<file path="config.mk">
export PLATFORM = sky130hd
export DESIGN_NAME = encoder_8_3_seq
export DESIGN_NICKNAME = d
export VERILOG_FILES = /design/src/rtl/encoder_8_3_seq_pkg.sv /design/src/rtl/encoder_8_3_seq_prio.sv /design/src/rtl/encoder_8_3_seq.sv
export SDC_FILE = /design/constraint.sdc
export NUM_CORES = 1
export LEC_CHECK = 0
export CAP_MARGIN = 20
export CORE_UTILIZATION = 52
export DETAILED_ROUTE_END_ITERATION = 16
export PLACE_DENSITY = 0.82
export SETUP_SLACK_MARGIN = 0.15
export SLEW_MARGIN = 20
export SYNTH_ARGS = -nofsm -noshare
export SYNTH_HDL_FRONTEND = slang
export SYNTH_HIERARCHICAL = 1
export SYNTH_SLANG_ARGS = --single-unit
</file>
<file path="constraint.sdc">
create_clock -name clk -period 5.8 [get_ports clk]
set_clock_uncertainty 0.1 [all_clocks]
set_input_delay 0.58 -clock clk [delete_from_list [all_inputs] [get_ports clk]]
set_output_delay 0.58 -clock clk [all_outputs]
set_load 0.005 [all_outputs]
</file>
<file path="src/rtl/encoder_8_3_seq_pkg.sv">
// Shared constants and FSM state type for the sequential 8-to-3 encoder.
// The top module and the priority finder both import this package.
package encoder_pkg;

   localparam int N = 8;
   localparam int W = 3;

   typedef enum logic [1:0] {
      IDLE,
      SERVE,
      EMPTY
   } enc_state_t;

endpackage

</file>
<file path="src/rtl/encoder_8_3_seq_prio.sv">
// Combinational lowest-set-bit finder. It reports the index of the lowest set bit,
// whether any bit is set, and whether exactly one bit is set.
module prio_enc_8_3
   import encoder_pkg::*;
(
   input  logic [N-1:0] pending,
   output logic [W-1:0] code,
   output logic         any,
   output logic         single
);

   // The scan runs from the top bit down, so the lowest set bit is the last one written.
   always_comb begin
      code = '0;
      for (int i = N - 1; i >= 0; i--) begin
         if (pending[i]) begin
            code = W'(i);
         end
      end
   end

   // Clearing the lowest set bit leaves zero only when exactly one bit was set.
   assign any    = |pending;
   assign single = any && ((pending & (pending - N'(1))) == '0);

endmodule

</file>
<file path="src/rtl/encoder_8_3_seq.sv">
// Sequential 8-to-3 encoder: accepts a request vector and emits the index of each set bit,
// one per beat, lowest first. An all-zero vector produces a single "none" beat.
module encoder_8_3_seq #(
   parameter int N = 8,
   parameter int W = $clog2(N)
) (
   input  logic         clk,
   input  logic         rst_n,
   input  logic         in_valid,
   output logic         in_ready,
   input  logic [N-1:0] in_vec,
   output logic         out_valid,
   input  logic         out_ready,
   output logic [W-1:0] out_code,
   output logic         out_last,
   output logic         out_none
);

   import encoder_pkg::*;

   enc_state_t   state;
   enc_state_t   state_next;
   logic [N-1:0] pending;
   logic [N-1:0] pending_next;
   logic [W-1:0] low_code;
   logic         low_any;
   logic         low_single;

   prio_enc_8_3 u_prio (
      .pending (pending),
      .code    (low_code),
      .any     (low_any),
      .single  (low_single)
   );

   always_ff @(posedge clk or negedge rst_n) begin
      if (!rst_n) begin
         state   <= IDLE;
         pending <= '0;
      end else begin
         state   <= state_next;
         pending <= pending_next;
      end
   end

   // Outputs depend only on state and pending, so they hold while the consumer stalls.
   always_comb begin
      state_next   = state;
      pending_next = pending;
      in_ready     = 1'b0;
      out_valid    = 1'b0;
      out_code     = '0;
      out_last     = 1'b0;
      out_none     = 1'b0;

      unique case (state)
         IDLE: begin
            in_ready = 1'b1;
            if (in_valid) begin
               pending_next = in_vec;
               state_next   = (|in_vec) ? SERVE : EMPTY;
            end
         end
         SERVE: begin
            out_valid = 1'b1;
            out_code  = low_code;
            out_last  = low_single;
            if (out_ready) begin
               pending_next = pending & ~(N'(1) << low_code);
               if (low_single || !low_any) begin
                  state_next = IDLE;
               end
            end
         end
         EMPTY: begin
            out_valid = 1'b1;
            out_none  = 1'b1;
            out_last  = 1'b1;
            if (out_ready) begin
               state_next = IDLE;
            end
         end
         default: begin
            state_next = IDLE;
         end
      endcase
   end

endmodule
</file>
Yosys cells after proc, flatten, opt, wreduce, memory -nomap -nowiden:

Cells that the tools add are included.

* bitwise gates (word level): 3
* $lt $le $gt $ge: 0
* eq/ne operators: 6
* muxes and demuxes: 22
* $mul: 0
* add/subtract/negate cells: 1
* shift-type cells: 1
* reductions and logical operators: 11
* divide/modulo/power cells: 0

Operators by type and width (number)
* 3-bit 2-to-1 mux: 9
* 8-bit AND: 2
* 8-bit 2-to-1 mux: 2
* 8-bit one-hot mux with 2 select lines: 1
* 8-bit OR reduction: 2
* 2-bit 2-to-1 mux: 5
* 8-bit zero test: 1
* 2-bit inequality test, second input constant: 4
* 8-bit inverter: 1
* 1-bit by 3-bit << shifter with 8-bit output, first input constant: 1
* 8-bit by 1-bit subtractor with 8-bit output, second input constant: 1
* 2-bit one-hot mux with 3 select lines: 1
* 4-bit AND reduction: 1
* 1-bit 2-to-1 mux: 3
* 3-bit AND reduction: 1
* 2-bit by 1-bit == test with 1-bit output, second input constant: 1
* 2-bit == test, second input constant: 1
* 2-bit zero test: 1
* 1-bit one-hot mux with 2 select lines: 1
* 2-bit nonzero test: 1
* 2-bit OR reduction: 1
* 1-bit logical AND: 1
* 1-bit zero test: 1
* 1-bit logical OR: 1

* input bits: 12
* bits in latches: 0
* flip-flop bits (word level): 10
* bits in read-only memories: 0
* RAM bits: 0
* memories: 0
* word-level logic and storage cells: 46
* output and inout port bits: 7

Depth between registers and ports, before layout:

Gate-level depths: netlist of run 1.

* depth in word-level cells: 13
* mapped depth: 7
* depth with buffers taken out: 7

Cells and area by module:

The synthesis of run 1 kept the hierarchy.

By module, submodules not included
* encoder_8_3_seq: times used 1, area each 669.4 sq um, cells an instance 62, sequential area each 250.2 sq um
* prio_enc_8_3: times used 1, area each 162.7 sq um, cells an instance 24, sequential area each 0.0 sq um

Least setup slack after synthesis of run 1:

OpenSTA, ideal clock, no wires.

* kind: reg-to-reg
* from: register pending[3]
* to: register state[0]
* cell stages (with the launch flop): 8
* period minus slack after synthesis: 2491 ps
* path buffers: 0
* setup slack: 3309 ps
* setup time: 125 ps
* arrival: 2266 ps
* data required time: 5575 ps
* cells stage by stage: dfrtp_1 nor4_4 inv_1 a2111oi_2 o22a_1 and3b_1 or4_4 mux2_4

* word-level cells in the longest chain between the ends: 7
* elaborated cells on any way between the ends: 9
* classes of those cells: add/sub: 1; eq/ne: 1; bitwise: 1; reduce/logical: 6

RTL lines
* start, declared: line encoder_8_3_seq.sv:23 `logic [N-1:0] pending;`
* start signal, assigned: line encoder_8_3_seq.sv:42 `pending <= pending_next;`
* 8-bit by 1-bit subtractor with 8-bit output: line encoder_8_3_seq_prio.sv:24 `assign single = any && ((pending & (pending - N'(1))) == '0);`
* 8-bit AND: line encoder_8_3_seq_prio.sv:24
* 8-bit zero test: line encoder_8_3_seq_prio.sv:24
* 1-bit logical AND *: line encoder_8_3_seq_prio.sv:24
* named net low_single: line encoder_8_3_seq.sv:27 `logic low_single;`
* 1-bit logical OR *: line encoder_8_3_seq.sv:70 `if (low_single || !low_any) begin`
* 2-bit inequality test (no source line) *
* 4-bit AND reduction (no source line) *
* end signal, assigned: line encoder_8_3_seq.sv:41 `state <= state_next;`
* end, declared: line encoder_8_3_seq.sv:21 `enc_state_t state;`

The timed path passes the listed nets; every way through them passes the cells marked *.
A chain may end at the register's enable or synchronous reset.

Final worst setup path of run 1:

* from: register pending[3]
* to: output port out_last

* word-level cells in the longest chain between the ends: 5
* elaborated cells on any way between the ends: 6
* classes of those cells: add/sub: 1; mux: 1; bitwise: 1; reduce/logical: 3

RTL lines
* 8-bit by 1-bit subtractor with 8-bit output: line encoder_8_3_seq_prio.sv:24
* 8-bit AND: line encoder_8_3_seq_prio.sv:24
* 8-bit zero test: line encoder_8_3_seq_prio.sv:24
* 1-bit logical AND *: line encoder_8_3_seq_prio.sv:24
* named net low_single: line encoder_8_3_seq.sv:27
* 1-bit one-hot mux with 2 select lines *: line encoder_8_3_seq.sv:56 `unique case (state)`
* end, declared: line encoder_8_3_seq.sv:15 `output logic out_last,`

Marks and branches as above.

==> results of run 1 <==
==> cell families (layout without fill, tap and decap cells) <==
group / count (synthesis) / in the layout
and+or+nand+nor: 36 / 36
AOI/OAI and AO/OA: 24 / 24
DFF: 10 / 10
adders and majority gates: 4 / 4
buffers and inverters: 9 / 27
xor gates and xnor gates: 1 / 1
muxes: 2 / 2
==> registers in the layout, summed over array words and instances, names as in the netlist <==
register  count
pending       8
state         2
==> Yosys cell counts (2+ instances only) <==
master,number
or3b_1,3
nand2_1,3
a21oi_1,3
nor2b_1,4
nor4_1,3
clkbuf_1,2
nand3_1,2
a2111o_1,7
ha_1,3
a22o_1,7
nor2_1,4
o41ai_1,2
and3b_1,2
and2_1,3
dfrtp_1,10
nand3b_1,3
inv_1,5
nor3_1,4
==> power by group <==
group	switching, mW	internal, mW
logic	0.180	0.199
clock network	0.0261	0.0383
registers	0.0412	0.0943
==> layer usage <==
metal / part of all wire (%) / GRT usage, % / vias up
met2: 51 / 46.9 / 34
met3: 6.3 / 7.76 / 11
met4: 3.3 / 15.5 / 0
met1: 40 / 29.5 / 372
met5: 0 / 0 / -
li1: - / - / 376
==> path summary, 6_finish.rpt <==
path / endpoint / depth (start not counted) / slack [ns] / start
max: out_last / 7 / 2.58 / pending[3]
min: state[0] / 1 / 0.46 / state[0]
max reg2reg: state[0] / 7 / 3.09 / pending[3]
min reg2reg: state[0] / 1 / 0.46 / state[0]
max in group asynchronous: pending[2] / 1 / 4.79 / rst_n
min in group asynchronous: state[1] / 1 / 0.51 / rst_n
==> cell type report <==
class	instances	area share [%]
clock buffers	4	3.47
well taps	16	1.92
inverters	5	1.80
multi-input cells	67	51.6
flip-flops and latches	10	24.0
repair buffers	18	17.2
==> through the flow <==
| stage | hold WS (ns) | setup WS (ns) |
|---|---|---|
| global placement | 0.443 | 3.00 |
| finish | 0.462 | 2.58 |
| global route | 0.476 | 2.46 |
| CTS | 0.464 | 2.60 |
| floorplan | 0.184 | 3.31 |
| detailed placement | 0.446 | 2.91 |
==> impl_results.md, run 1 <==
* Post-synthesis compound-gate area fraction at about a quarter
* Finished Layout Cells at 120
* Post-synthesis xor/xnor area fraction at 1.05%
* Initial antenna violation count at 0
* Flip-flop and latch area at 250 um^2
* Most common cell after layout, fill and taps aside: clkdlybuf4s50_1
* Fin. Hold Viols at 0
* Arrival @ worst endpoint at around 2.5 ns
* Final setup vio count at 0
* Detail Placement HPWL at about 1700 um
* Finished Core Util at a little over two thirds
* Slowest cell on the critical path: clkdlybuf4s50_1
* Leakage at approximately 0.42 nW
* Peak VDD IR at just under 0.4 mV
* Netlist area before placement at 832 um^2
* Fmax at 0.310 GHz
* Crit-path leading delay family: buffers and inverters
* CP Buf/Inv Count at 2
* Drt total wl at 2140 um
* Total Routing Usage GR at between 20% and 30%
* DRC viols at 0
* Via count at 793
* Critical path type: register to primary output
* Sequence of cells on the critical path: nor4_4, inv_1, a2111oi_2, o22a_1, a21oi_1, nor2b_1, clkdlybuf4s50_1
* P&R area growth vs syn at 25.6%
* Async S/R FF share, synth at 100%
* CP Capture Type: primary output
* Post-synthesis sequential area ratio at around 30%
* Die X at roughly 42 um
* GPL Wtd Cong at between 0.8 and 0.9
* Most frequent cells in the layout: 18 x clkdlybuf4s50_1, 10 x dfrtp_1, 7 x a2111o_1, 7 x a22o_1, 5 x inv_1
* Setup_tns at 0 ns
* Num CTS Buffers at 3
* Syn avg cell area at between 9 and 10 um^2
* Ys flop type: dfrtp_1
* Rel. slew slack at between 50% and 60%
* Placed cells at 116
* Syn nets at approximately 100
* Synthesized flop and latch total at 10
* RSZ-0062 raised after global routing: no
* Clock sink total at 10
* Fin. max-slew vios at 0
* Max-cap viol count at 0
* Antenna Nets Post-Route at 0
* WL per Instance at ~18 um
* Clock latency on the worst-skew pair at 0.28 ns
* Min-delay worst type: register to register
* Antenna cells at 0
* Clock root buffer: clkbuf_4
* CTS clk-pin slew, worst paths at roughly 0.060 ns
* Top-area cell type share of the netlist area at between 30% and 40%
* CTS tree: built
* Max incr delay on CP at around 0.51 ns
* Tot Pwr at 578 uW
* Adder-cell share of the synthesized area at under 10%
* Post-CTS Setup Inserts at 0
* Grt total ovfl at 0
* Top fanout value on the critical path at 5
* Status: finished clean
* Post-Synthesis Cells at 86
* # rows at 14
* Post-synth EDFFs at 0
* Worst Path Required at 5.12 ns
* DR vias/cell at roughly 6.6
* Share of cells above drive strength 1 at around 7.7%
* Layout net count at 120
* Synth cell types at 34
* Pwr per Cell Area at approximately 550 nW/um^2
* Initial Util at 55.2%
* Final worst path period need at between 3 and 4 ns
* First-pass GRT wire length at ~3600 um
* Placed inst area at a little over 1000 um^2
* Fin area at approximately 1000 um^2
* IO Pins at 19
* Die H at about 42 um
* Yosys warns at 6
* Vias in the first global route at about 810
* Fin crit share at 55.6%
* Mux cell area share after synthesis at 3.01%
* Largest net degree at the start of global routing at 17
* Drt initial violations at 26
* Core ar. at roughly 1500 um^2
* Clock Path Buffers at 2
* IO Port Bufs at 18
* Post-synthesis simple-gate area fraction at between 20% and 30%
* Startpoint Class: register
* # fillers at 120
* DRT Pass-1 Iters at 4
* # H-tree levels at 1
* Top post-synthesis cells by area: dfrtp_1 30%, a2111o_1 9.5%, a22o_1 7.4%, ha_1 4.5%, or3b_1 3.2%
* Largest family of logic cells by synthesized area: simple AND/OR/NAND/NOR gates
* Largest area contributor in the netlist: dfrtp_1
* Least-Margin Pin Slew at between 0.7 and 0.8 ns
* Multi-input logic area at roughly 540 um^2
* Post_cts resized at 0
* Cts hold-fix bufs at 0
* Die ar. at roughly 1800 um^2
Power figures use the tool's default switching activity.
==> inputs of run 2 (changes only) <==
- CORE_UTILIZATION: 52 -> 49
- PLACE_DENSITY: 0.82 -> 0.78
- clock period: 5.8 -> 3.2 ns (I/O delays scaled with it)
==> run 2 against run 1 <==
  * First-iteration DRC count decreased by 31%
  * Power increased by 81%
  * Die area increased by 5.8%
  * Cell count increased by 0.83%
  * Worst setup slack got worse by 2.3 ns
  * Critical path depth increased by 1
  * Non-clock buffer count increased by 2
  * Hold slack got worse by 0.18 ns
  * Count of clock-buffer cells in the layout decreased by 1
  * Sequential share of layout area increased by 0.062 points
  * Combinational power increased by 89%
  * Flip-flop and latch count unchanged
  * Critical endpoint unchanged
==> impl_results.md, run 2 (synthesized netlist as in run 1, its figures left out) <==
* Status: finished clean
* WL per Instance at roughly 18 um
* GPL Wtd Cong at 0.788
* IO Port Bufs at 18
* Via count at 782
* Final setup vio count at 0
* Leakage at 0.426 nW
* DR vias/cell at ~6.5
* Peak VDD IR at roughly 0.59 mV
* Fin Hold WS at between 0.2 and 0.3 ns
* Cts hold-fix bufs at 0
* Final worst path period need at 2.91 ns
* Drt initial violations at 18
* Tot Pwr at between 1 and 1.5 mW
* Clock Path Buffers at 2
* Worst Path Required at approximately 2.8 ns
* Critical path type: register to primary output
* # H-tree levels at 1
* Fin. Hold Viols at 0
* CTS tree: built
* # rows at 14
* Fin. max-slew vios at 0
* DRC viols at 0
* Clock root buffer: clkbuf_4
* Top fanout value on the critical path at 6
* Drt total wl at 2160 um
* Fmax at around 0.34 GHz
* Share of cells above drive strength 1 at a little under a tenth
* Most common cell after layout, fill and taps aside: clkdlybuf4s50_1
* Core ar. at 1540 um^2
* Min-delay worst type: input pin to async pin
* Initial Util at 54.0%
* CP Capture Type: primary output
* # fillers at 133
* Total Routing Usage GR at 24.6%
* Clock sink total at 10
* Least-Margin Pin Slew at approximately 0.76 ns
* Antenna cells at 0
* Finished Core Util at 67.9%
* Rel. slew slack at between 40% and 50%
* Max-cap viol count at 0
* RSZ-0062 raised after global routing: no
* Arrival @ worst endpoint at 2.49 ns
* Layout net count at 122
* Startpoint Class: register
* P&R area growth vs syn at 25.9%
* Grt total ovfl at 0
* First-pass GRT wire length at approximately 3300 um
* DRT Pass-1 Iters at 4
* Most frequent cells in the layout: 18 x clkdlybuf4s50_1, 9 x dfrtp_1, 7 x a2111o_1, 7 x a22o_1, 5 x inv_1
* CTS clk-pin slew, worst paths at about 0.06 ns
* Num CTS Buffers at 3
* Die ar. at roughly 1900 um^2
* Vias in the first global route at 711
* Die H at 43.2 um
* Detail Placement HPWL at between 1500 and 2000 um
* Die X at 43.2 um
* Max FFs per register at 8
* Clock latency on the worst-skew pair at about 0.26 ns
* Initial antenna violation count at 0
* Regs by FF count: pending (8), state (2)
* Largest reg by FF count: pending
* Fin crit share at between 90% and 100%
* Setup_tns at 0 ns
* Largest net degree at the start of global routing at 17
* Antenna Nets Post-Route at 0
* IO Pins at 19
* Pwr per Cell Area at ~1000 nW/um^2
-- run 2: power breakdown --
part / switching (mW) / total, mW / internal (mW) / leakage, nW
Sequential: 0.0749 / 0.247 / 0.172 / 0.128
Clock: 0.0418 / 0.0852 / 0.0434 / 0.0138
Combinational: 0.335 / 0.715 / 0.380 / 0.284
-- run 2: metal layers --
| metal | wire length [um] | track usage, % | vias to the layer above |
|---|---|---|---|
| met5 | 0 | 0 | - |
| met3 | 146 | 6.81 | 4 |
| met4 | 21 | 7.27 | 0 |
| met1 | 962 | 31.4 | 358 |
| met2 | 1030 | 40.0 | 42 |
| li1 | - | - | 378 |
-- run 2: timing repair --
item	in CTS	in global routing
buffers inserted	0	2
resized for setup	0	1
setup endpoints to repair	0	1
-- run 2: worst paths after layout --
path / from / to / slack, ns / cells past startpoint
min reg2reg: state[0] / state[0] / 0.46 / 1
max in group asynchronous: rst_n / pending[0] / 2.37 / 1
min in group clk: state[0] / state[0] / 0.46 / 1
max: pending[0] / out_last / 0.29 / 8
max reg2reg: pending[0] / state[0] / 0.53 / 8
min: rst_n / state[1] / 0.28 / 1
-- run 2: layout make-up --
| class | count | area [um^2] | area share (%) |
|---|---|---|---|
| multi-input combinational | 67 | 539 | 51.5 |
| clock buffer | 3 | 22.5 | 2.15 |
| sequential | 10 | 251 | 24.0 |
| inverter | 5 | 18.8 | 1.79 |
| tap | 16 | 20.0 | 1.91 |
| timing repair buffer | 20 | 195 | 18.6 |
-- run 2: metrics by stage --
| step | std cells | setup slack (ns) | area, um^2 |
|---|---|---|---|
| after floorplan | 86 | 0.709 | 832 |
| after global placement | 116 | 0.562 | 1010 |
| after detailed placement | 116 | 0.531 | 1010 |
| after CTS | 119 | 0.249 | 1030 |
| after global routing | 121 | 0.121 | 1050 |
| final | 121 | 0.285 | 1050 |
-- run 2: critical path: stages, from the launching register on --
cell             delay [ns]
dfrtp_2                0.46
nor4_4                 0.35
buf_4                  0.17
xnor2_1                0.06
o41ai_1                0.25
o22a_1                 0.22
a21oi_1                0.08
nor2b_1                0.13
clkdlybuf4s50_1        0.51
==> inputs of run 3 (changes only) <==
- SKIP_CTS_REPAIR_TIMING: not set -> 1
==> results of run 3 <==
Same layout as run 2: the final DEF is identical, and so are final timing and power.
